<file path="src/rtl/mem_arbiter.sv">
// Two-port arbiter sharing one external memory between the CPU and the program loader.
// Each access holds its strobe for WAIT_CYC cycles, then acks the owner for one cycle.
module mem_arbiter #(
  parameter int AW       = 16,
  parameter int DW       = 8,
  parameter int WAIT_CYC = 2   // legal range 1..15
) (
  input  logic          clk,
  input  logic          rst,
  input  logic          cpu_read,
  input  logic          cpu_write,
  input  logic [AW-1:0] cpu_addr,
  input  logic [DW-1:0] cpu_wdata,
  output logic [DW-1:0] cpu_rdata,
  output logic          cpu_ack,
  output logic          cpu_wait,
  input  logic          ld_req,
  input  logic          ld_we,
  input  logic [AW-1:0] ld_addr,
  input  logic [DW-1:0] ld_wdata,
  output logic [DW-1:0] ld_rdata,
  output logic          ld_ack,
  output logic [AW-1:0] mem_addr,
  output logic [DW-1:0] mem_wdata,
  input  logic [DW-1:0] mem_rdata,
  output logic          mem_rd,
  output logic          mem_wr,
  output logic          busy
);

  typedef enum logic [1:0] {IDLE, ACCESS, RESP} state_t;

  state_t     r_state;
  logic [3:0] r_cnt;
  logic       r_own_cpu;
  logic       r_dir;
  logic       r_last_cpu;

  logic w_cpu_req;
  logic w_grant_cpu;

  assign w_cpu_req   = cpu_read | cpu_write;
  // On a tie the side that did not own the previous access wins.
  assign w_grant_cpu = w_cpu_req & (~ld_req | ~r_last_cpu);
  assign cpu_wait    = w_cpu_req & ~cpu_ack;
  assign busy        = (r_state != IDLE);

  always_ff @(posedge clk or negedge rst) begin
    if (!rst) begin
      r_state    <= IDLE;
      r_cnt      <= '0;
      r_own_cpu  <= 1'b0;
      r_dir      <= 1'b0;
      r_last_cpu <= 1'b0;
      mem_addr   <= '0;
      mem_wdata  <= '0;
      mem_rd     <= 1'b0;
      mem_wr     <= 1'b0;
      cpu_rdata  <= '0;
      ld_rdata   <= '0;
      cpu_ack    <= 1'b0;
      ld_ack     <= 1'b0;
    end else begin
      cpu_ack <= 1'b0;
      ld_ack  <= 1'b0;
      case (r_state)
        IDLE: begin
          if (w_cpu_req | ld_req) begin
            // A CPU request with both read and write high is a write.
            r_own_cpu  <= w_grant_cpu;
            r_last_cpu <= w_grant_cpu;
            r_dir      <= w_grant_cpu ? cpu_write : ld_we;
            mem_addr   <= w_grant_cpu ? cpu_addr : ld_addr;
            mem_wdata  <= w_grant_cpu ? cpu_wdata : ld_wdata;
            mem_rd     <= w_grant_cpu ? ~cpu_write : ~ld_we;
            mem_wr     <= w_grant_cpu ? cpu_write : ld_we;
            r_cnt      <= 4'(WAIT_CYC - 1);
            r_state    <= ACCESS;
          end
        end
        ACCESS: begin
          if (r_cnt == 4'd0) begin
            mem_rd <= 1'b0;
            mem_wr <= 1'b0;
            if (!r_dir) begin
              if (r_own_cpu) cpu_rdata <= mem_rdata;
              else           ld_rdata  <= mem_rdata;
            end
            if (r_own_cpu) cpu_ack <= 1'b1;
            else           ld_ack  <= 1'b1;
            r_state <= RESP;
          end else begin
            r_cnt <= r_cnt - 4'd1;
          end
        end
        RESP:    r_state <= IDLE;
        default: r_state <= IDLE;
      endcase
    end
  end

endmodule

</file>
<file path="config.mk">
export PLATFORM = sky130hd
export DESIGN_NAME = mem_arbiter
export DESIGN_NICKNAME = d
export VERILOG_FILES = /design/src/rtl/mem_arbiter.sv
export SDC_FILE = /design/constraint.sdc
export NUM_CORES = 1
export LEC_CHECK = 0
export BUFFER_PORTS_ARGS = -buffer_cell sky130_fd_sc_hd__buf_2
export CORE_MARGIN = 5
export CORE_UTILIZATION = 40
export CTS_CLUSTER_DIAMETER = 150
export DETAILED_ROUTE_END_ITERATION = 12
export PLACE_DENSITY = 0.74
export SYNTH_ARGS = -nofsm -noshare
export SYNTH_HDL_FRONTEND = slang
export SYNTH_SLANG_ARGS = --single-unit
</file>
<file path="constraint.sdc">
create_clock -name clk -period 6.4 [get_ports clk]
set_input_delay 0.64 -clock clk [delete_from_list [all_inputs] [get_ports clk]]
set_output_delay 0.64 -clock clk [all_outputs]
set_load 0.005 [all_outputs]
</file>
==> impl_metrics.ini, run 1 <==
[clock_tree]
insertion_delay_ns = 0.31
cts_setup_buffers = 0
cts_sinks = 52
cts_made_buffers = 5
cts_max_level = 2
cts_root_buffer = clkbuf_8
clock_path_buffers = 2
post_cts_resized = 0
ctsHoldBuffers = 0
clk_pin_slew_ns = 0.10
cts_tree = built

[drt]
wl_per_cell_microns = 14.96
dr.pass1.iters = 4
via_count = 1920
drt-total-wl_microns = 5684
via_per_inst = 5.053
ant_nets = 0
drc = 0
initialDrtViolationCount = 99

[floorplan]
start_util_pct = 40.48
io_pins = 108
die_h_microns = 86.95
dieWidth_microns = 86.95
dieArea_sq_um = 7560
coreArea_sq_um = 5851
rows = 28

[worst_setup_path]
cp-startpoint = r_state[0]$_DFFE_PN0P_
critPathKind = flip-flop to output port
slowest_delay_ns = 0.62
worstSetupEndpointType = output port
cp.arrival_ns = 1.66
crit_chain = nor2_1, inv_1, buf_2
required_ns = 5.76
crit_path_start_kind = flip-flop
critPathSlowestCell = inv_1
worstPathMaxFanout = 31
r2r-start = r_cnt[0]$_DFFE_PN0P_

[synth]
synth_edf_count = 0
yosys_warnings = 0
yosysSeqAreaShare_pct = 54.94
syn_area_per_cell_sq_um = 11.73
post_synth_num_cell_types = 31
ys_async_sr_fraction_pct = 100.0
synthesis.area_sq_um = 2369
ys_ff_latch = 52
netlist_instances = 202
syn_nets = 266
ys.flop_type = dfrtp_1

[power]
p_switching_uw = 487.5
power_density_nw_per_um2 = 444.0
p_total_uw = 1368
ir_worst_vdd_v = 0.0001705
p_sw_share_pct = 35.65
p_seq_share_pct = 42.2
intPower_uw = 880.0
pwr-share-comb_pct = 41.0
p_leak_uw = 0.001549
clkPwrFrac_pct = 16.8

[sta]
timing.final.max_slew_violations = 0
hold_viol = 0
fin_crit_ns = 2.300
worst_clock_skew_ns = 0.01370
finalCritPeriodShare_pct = 35.95
final.setup.tns_ns = 0
rsz0062_at_grt = no
fmax_mhz = 434.7
final-setup-viol-count = 0
slew_headroom_pct = 36.98
worst_pin_slew_ns = 0.9438

[finish]
syn_to_final_growth_pct = 30.06
nets = 368
layout_common_cells = 107 x buf_2, 52 x o21ai_0, 52 x dfrtp_1
diodes = 0
final_common_cell = buf_2
drive_gt1_share_pct = 44.92

[grt]
grt_pass1_vias = 1943
grt_pass1_wl_microns = 9273
grt_antenna_before_repair = 0
grt_use_total_pct = 15.40
gr-total-overflow = 0
grt_max_degree = 53

[place]
io_buffers = 107
place_hpwl_microns = 4115
gp_congestion = 0.8200

[job]
maxCapViolCount = 0

[min_path]
hold_path.class = primary input to async pin

[status]
run_status = complete, no violations
## cell type report
class | instances | area (sq um)
clock inverter | 3 | 46.29
tap | 75 | 93.84
clock buffer | 5 | 68.82
fill | 537 | 2770
multi-input combinational | 132 | 1005
timing repair buffer | 109 | 550.5
inverter | 4 | 15.01
sequential | 52 | 1301
## layer usage
metal / GRT usage, % / wire length, microns / vias to the layer above
li1: - / - / 939
met1: 19.84 / 2389 / 898
met2: 26.57 / 2825 / 76
met3: 3.027 / 406 / 7
met4: 3.683 / 63 / 0
met5: 0 / 0 / -
## power groups by stage
stage / combinational [uW] / clock [uW] / sequential [uW]
floorplan: 327 / 0 / 579
global placement: 550 / 0 / 576
detailed placement: 574 / 0 / 583
CTS: 575 / 235 / 578
global route: 637 / 248 / 599
finish: 561 / 230 / 577
## worst max-delay path, delay by kind of cell, from the launching register on
| family | cells | cell delay [ns] |
|---|---|---|
| buffers and inverters | 2 | 0.87 |
| AND/OR/NAND/NOR | 1 | 0.09 |
| flip-flops | 1 | 0.39 |
## flip-flops by register name, summed over array words and instances, names as in the netlist
signal      count
mem_addr       16
cpu_rdata       8
ld_rdata        8
mem_wdata       8
r_cnt           4
r_state         2
cpu_ack         1
ld_ack          1
mem_rd          1
mem_wr          1
r_dir           1
r_last_cpu      1
## metrics by stage
stage / utilization [%] / cell area, sq um / setup slack, ns / hold slack, ns / instances
final: 52.65 / 3080 / 4.100 / 0.4344 / 380
after global routing: 52.65 / 3080 / 3.963 / 0.4964 / 380
after CTS: 52.65 / 3080 / 4.096 / 0.4618 / 380
after detailed placement: 50.68 / 2965 / 4.156 / 0.4908 / 372
after global placement: 50.68 / 2965 / 4.237 / 0.4836 / 372
after floorplan: - / 2369 / 4.306 / 0.3444 / 202
## cells in the mapped netlist (2+ instances only)
cell	n	area, sq um
a21oi_1	3	15.01
a22oi_1	2	15.01
buf_2	3	15.01
buf_6	2	22.52
clkbuf_1	9	33.78
dfrtp_1	52	1301
ha_1	2	25.02
inv_1	4	15.01
mux2_2	8	90.09
mux2_4	8	120.1
mux2i_1	24	240.2
nand2_1	3	11.26
nand3_1	2	10.01
nor2_1	5	18.77
nor3_1	2	10.01
o211ai_1	3	22.52
o21ai_0	52	260.3
o2bb2ai_1	3	26.28
or3_1	3	18.77
## worst paths after layout
kind | endpoint | slack, ns | cells after the start
worst max-delay path | busy | 4.10 | 3
worst min-delay path | cpu_rdata[5]$_DFFE_PN0P_ | 0.43 | 2
worst max register to register | ld_rdata[3]$_DFFE_PN0P_ | 4.15 | 5
worst min register to register | mem_wdata[1]$_DFFE_PN0P_ | 0.51 | 2
max in group asynchronous | r_cnt[0]$_DFFE_PN0P_ | 5.54 | 2
min in group clk | mem_wdata[1]$_DFFE_PN0P_ | 0.51 | 2
## cells by family (layout without fill, tap and decap cells)
kind of cell	Yosys count	in the layout	share of synthesized area (%)
adder cells (fa/ha/maj)	2	2	1.056
buffers and inverters	18	121	3.644
AO/OA/AOI/OAI	65	65	15.11
AND/OR/NAND/NOR	25	25	6.235
flip-flops	52	52	54.94
multiplexers	40	40	19.02
Power figures use the tool's default switching activity.
==> inputs of run 2 (changes only) <==
--- a/config.mk
+++ b/config.mk
@@ -5,12 +5,13 @@
 export SDC_FILE = /design/constraint.sdc
 export NUM_CORES = 1
 export LEC_CHECK = 0
+export ABC_AREA = 1
 export BUFFER_PORTS_ARGS = -buffer_cell sky130_fd_sc_hd__buf_2
 export CORE_MARGIN = 5
 export CORE_UTILIZATION = 40
 export CTS_CLUSTER_DIAMETER = 150
 export DETAILED_ROUTE_END_ITERATION = 12
-export PLACE_DENSITY = 0.74
+export PLACE_DENSITY = 0.73
 export SYNTH_ARGS = -nofsm -noshare
 export SYNTH_HDL_FRONTEND = slang
 export SYNTH_SLANG_ARGS = --single-unit
==> constraint.sdc (replaced) <==
create_clock -name clk -period 2.31 [get_ports clk]
set_input_delay 0.231 -clock clk [delete_from_list [all_inputs] [get_ports clk]]
set_output_delay 0.231 -clock clk [all_outputs]
set_load 0.005 [all_outputs]
==> impl_metrics.ini, run 2 <==
[finish]
largest_register_ffs = 16
layout_common_cells = 107 x buf_2, 103 x nand2_1, 52 x dfrtp_1
drive_gt1_share_pct = 37.24
top_register = mem_addr
nets = 455
nFillCells = 564
final_common_cell = buf_2
syn_to_final_growth_pct = 28.54
fin_util_pct = 53.09
diodes = 0
final_area_sq_um = 3162

[clock_tree]
post_cts_resized = 0
clk_pin_slew_ns = 0.10
cts_max_level = 2
cts_tree = built
cts_root_buffer = clkbuf_8
cts_sinks = 52
insertion_delay_ns = 0.30
cts_made_buffers = 5
clock_path_buffers = 2

[drt]
drt-total-wl_microns = 5757
via_per_inst = 4.555
initialDrtViolationCount = 62
via_count = 2127
drc = 0
wl_per_cell_microns = 12.33
dr.pass1.iters = 4
ant_nets = 0

[job]
maxCapViolCount = 0

[worst_setup_path]
worstPathMaxFanout = 26
worstSetupEndpointType = flip-flop
required_ns = 2.55
crit_top_cell = nand2_1
r2r_cells = 5
slowest_delay_ns = 0.45
crit_chain = nor2_1, nand2_1, inv_2, o211ai_1, nand2_1
critPathSlowestCell = inv_2
critPathKind = flip-flop to flip-flop
cp.arrival_ns = 1.88
r2r_end = mem_addr[7]$_DFFE_PN0P_
r2r-start = r_state[1]$_DFFE_PN0P_
crit_path_start_kind = flip-flop
regToRegSetupSlack_ns = 0.67

[sta]
finalCritPeriodShare_pct = 71.06
fin_crit_ns = 1.642
final.setup.tns_ns = 0
final-setup-viol-count = 0
slew_headroom_pct = 40.60
hold_viol = 0
fmax_mhz = 609.2
worst_clock_skew_ns = 0.007918
timing.final.max_slew_violations = 0
worst_pin_slew_ns = 0.8877
finalWorstSetupSlack_ns = 0.6685
rsz0062_at_grt = no

[grt]
grt_antenna_before_repair = 0
gr-total-overflow = 0
grt_max_degree = 41
grt_pass1_wl_microns = 9501
grt_use_total_pct = 15.61
grt_pass1_vias = 2153

[synth]
post_synth_num_cell_types = 21
synth.most_common_cell = nand2_1
synthesis.area_sq_um = 2460
syn_nets = 349
ys.flop_type = dfrtp_1
syn_area_per_cell_sq_um = 8.631
synth_area_leaders = dfrtp_1 53%, nand2_1 16%, o211ai_1 7.3%, inv_1 6.1%, o21ai_2 6.1%
netlist_instances = 285
yosys_warnings = 0
ys_ff_latch = 52
synthTopCellsByCount = 103 x nand2_1, 52 x dfrtp_1, 40 x inv_1
synth_top_area_cell = dfrtp_1
yosysSeqAreaShare_pct = 52.90
synth_top_area_share_pct = 52.90
synth_edf_count = 0
ys_async_sr_fraction_pct = 100.0

[place]
gp_congestion = 0.7632
place_hpwl_microns = 4384
io_buffers = 107
place_ws_ns = 0.5740
postPlaceCellArea_sq_um = 3040

[power]
ir_worst_vdd_v = 0.0005173
p_leak_uw = 0.001827
power_density_nw_per_um2 = 1281

[min_path]
hold_path.class = primary input to flip-flop
holdPathStages = 3
worstHoldStart = cpu_wdata[4]
min_to = mem_wdata[4]$_DFFE_PN0P_

[floorplan]
dieWidth_microns = 88.42
io_pins = 108
dieArea_sq_um = 7818
die_h_microns = 88.42
start_util_pct = 41.30
coreArea_sq_um = 5956
rows = 28

[status]
run_status = complete, no violations
## run 2: critical path, delay by kind of cell, from the launching register on
kind	cells	cell delay [ns]
simple gates	3	0.54
flops	1	0.40
compound gates	1	0.18
buf+inv	1	0.45
## run 2: power breakdown
group | internal (uW) | switching, uW
Clock | 321 | 298
Sequential | 1370 | 243
Combinational | 761 | 1060
## run 2: cells by family (layout without fill, tap and decap cells)
family	count (synthesis)	count (layout)	share of synthesized area [%]
buf+inv	53	160	9.460
xor+xnor	1	1	0.3561
fa+ha+maj	2	2	1.017
flops	52	52	52.90
compound gates	45	45	14.24
simple gates	132	132	22.02
## run 2: worst max path at each step
stage | slack, ns | endpoint | startpoint | cells after the start
CTS | 0.64 | mem_addr[7]$_DFFE_PN0P_ | r_state[1]$_DFFE_PN0P_ | 5
global route | 0.51 | mem_addr[7]$_DFFE_PN0P_ | r_state[1]$_DFFE_PN0P_ | 5
finish | 0.67 | mem_addr[7]$_DFFE_PN0P_ | r_state[1]$_DFFE_PN0P_ | 5
global placement | 0.62 | mem_addr[14]$_DFFE_PN0P_ | cpu_read | 6
floorplan | 0.97 | cpu_rdata[3]$_DFFE_PN0P_ | r_cnt[0]$_DFFE_PN0P_ | 8
detailed placement | 0.57 | mem_addr[13]$_DFFE_PN0P_ | cpu_read | 6
## run 2: stage by stage
| stage | instances | total power [uW] | hold WS, ns |
|---|---|---|---|
| global placement | 458 | 3419 | 0.1787 |
| global route | 467 | 4435 | 0.1656 |
| detailed placement | 458 | 3486 | 0.1835 |
| floorplan | 285 | 2785 | -0.06459 |
| finish | 467 | 4050 | 0.1722 |
| CTS | 467 | 4125 | 0.1606 |
## run 2: final cells by class
class | instances | area [sq um] | area share [%]
Clock buffer | 5 | 68.82 | 2.176
Clock inverter | 3 | 42.54 | 1.345
Inverter | 41 | 153.9 | 4.867
Multi-Input combinational cell | 180 | 933.4 | 29.52
Sequential cell | 52 | 1301 | 41.16
Tap cell | 75 | 93.84 | 2.968
Timing Repair Buffer | 111 | 568.0 | 17.97
## run 2: per-layer routing
layer / vias to the layer above / part of all wire (%) / global-route usage (%)
li1: 1102 / - / -
met1: 968 / 41 / 18.34
met2: 50 / 53 / 27.80
met3: 7 / 5.1 / 2.886
met4: 0 / 1.7 / 6.731
met5: - / 0 / 0
## run 2: timing repair
action | CTS | global route
hold buffers | 1 | 0
endpoints found under the hold margin | 17 | 0
buffers inserted | 0 | 0
==> inputs of run 3 (changes only) <==
==> constraint.sdc (replaced) <==
create_clock -name clk -period 1.6 [get_ports clk]
set_input_delay 0.16 -clock clk [delete_from_list [all_inputs] [get_ports clk]]
set_output_delay 0.16 -clock clk [all_outputs]
set_load 0.005 [all_outputs]
==> impl_metrics.ini, run 3 (same netlist as run 2, synthesis figures left out) <==
[drt]
drt-total-wl_microns = 5595
wl_met3_microns = 296
ant_nets = 0
wl_per_cell_microns = 11.96
maxUsedRoutingLayer = met4
via_per_inst = 4.581
wl_met1_microns = 2243
via_count = 2144
drc = 0
dr.pass1.iters = 4
initialDrtViolationCount = 60
routed-wl-met2_microns = 2973

[grt]
grt_max_degree = 37
gr-total-overflow = 0
grt_antenna_before_repair = 0
grt_pass1_wl_microns = 9315
grt_use_total_pct = 15.29
grt_pass1_vias = 1996

[sta]
finalCritPeriodShare_pct = 89.36
timing.final.max_slew_violations = 0
slew_headroom_pct = 64.25
fmax_mhz = 699.4
worst_pin_slew_ns = 0.5362
final-setup-viol-count = 0
fin_crit_ns = 1.430
rsz0062_at_grt = no
hold_viol = 0
final.setup.tns_ns = 0
worst_clock_skew_ns = 0.007589

[power]
p_leak_uw = 0.001841
ir_worst_vdd_v = 0.0006762
power_density_nw_per_um2 = 1842

[worst_setup_path]
required_ns = 1.80
r2r_cells = 7
critPathSlowestCell = dfrtp_1
worstPathMaxFanout = 16
r2r_end = cpu_rdata[6]$_DFFE_PN0P_
slowest_delay_ns = 0.39
regToRegSetupSlack_ns = 0.17
cp.arrival_ns = 1.63
r2r-start = r_cnt[0]$_DFFE_PN0P_
worstSetupEndpointType = flip-flop
crit_chain = inv_1, ha_1, nand2_2, nor2_4, nand2_4, nand2_1, o21ai_2
critPathKind = flip-flop to flip-flop
crit_path_start_kind = flip-flop

[finish]
syn_to_final_growth_pct = 30.01
diodes = 0
final_common_cell = buf_2
largest_register_ffs = 16
final_cells = 468
nets = 456
drive_gt1_share_pct = 37.40
top_register = mem_addr
layout_common_cells = 107 x buf_2, 103 x nand2_1, 52 x dfrtp_1

[status]
run_status = complete, no violations

[floorplan]
coreArea_sq_um = 5956
io_pins = 108
rows = 28
dieWidth_microns = 88.42
start_util_pct = 41.30
dieArea_sq_um = 7818
die_h_microns = 88.42

[min_path]
holdPathStages = 3
worstHoldStart = cpu_wdata[3]
min_to = mem_wdata[3]$_DFFE_PN0P_
hold_path.class = primary input to flip-flop

[job]
maxCapViolCount = 0

[place]
gp_congestion = 0.7620
place_hpwl_microns = 4365
dp_cells = 459
io_buffers = 107

[clock_tree]
cts_made_buffers = 5
clk_pin_slew_ns = 0.10
clock_path_buffers = 2
cts_root_buffer = clkbuf_8
cts_setup_buffers = 0
cts_sinks = 52
cts_tree = built
cts_max_level = 2
insertion_delay_ns = 0.30
[run 3: area by class of cell]
cell class,count,area (sq um)
inverters,41,153.9
clock inverters,3,46.29
fillers,571,2758
multi-input cells,180,933.4
repair buffers,112,600.6
flip-flops and latches,52,1301
well taps,75,93.84
clock buffers,5,68.82
[run 3: report_power, final]
part | switching (uW) | internal, uW | leakage, uW
Combinational | 1530 | 1130 | 0.00116
Clock | 428 | 471 | 0.0000548
Sequential | 357 | 1980 | 0.000628
[run 3: repair_timing]
action | CTS | global route
gates resized for setup | 0 | 0
hold buffers | 1 | 0
hold endpoints to repair | 21 | 0
[run 3: critical path, delay by kind of cell, from the launching register on]
kind	cells	cell delay, ns
compound gates	1	0.05
fa+ha+maj	1	0.20
buf+inv	1	0.14
flops	1	0.39
simple gates	4	0.55
[run 3: how the worst max path moves through the flow]
stage	start	end	cells past startpoint	slack, ns
final	r_cnt[0]$_DFFE_PN0P_	cpu_rdata[6]$_DFFE_PN0P_	7	0.17
after global routing	r_cnt[0]$_DFFE_PN0P_	cpu_rdata[5]$_DFFE_PN0P_	7	0.02
after CTS	r_cnt[0]$_DFFE_PN0P_	cpu_rdata[5]$_DFFE_PN0P_	7	0.15
after detailed placement	r_cnt[0]$_DFFE_PN0P_	cpu_rdata[6]$_DFFE_PN0P_	7	0.17
after global placement	r_cnt[0]$_DFFE_PN0P_	cpu_rdata[6]$_DFFE_PN0P_	7	0.25
after floorplan	r_cnt[0]$_DFFE_PN0P_	cpu_rdata[3]$_DFFE_PN0P_	8	0.26
[run 3: routing by layer]
layer / vias to the layer above / track usage, %
li1: 1106 / -
met1: 982 / 19.14
met2: 49 / 26.44
met3: 7 / 3.352
met4: 0 / 4.670
met5: - / 0
[run 3: through the flow]
step	hold WS, ns	setup slack, ns	total power [uW]	utilization (%)	area [sq um]
2_1_floorplan	-0.1356	0.2597	4021	-	2460
3_3_place_gp	0.1641	0.2457	4989	51.60	3073
3_5_place_dp	0.1755	0.1742	5070	51.60	3073
4_1_cts	0.08877	0.1529	5990	53.70	3198
5_1_grt	0.09459	0.01819	6468	53.70	3198
6_report	0.09713	0.1703	5890	53.70	3198
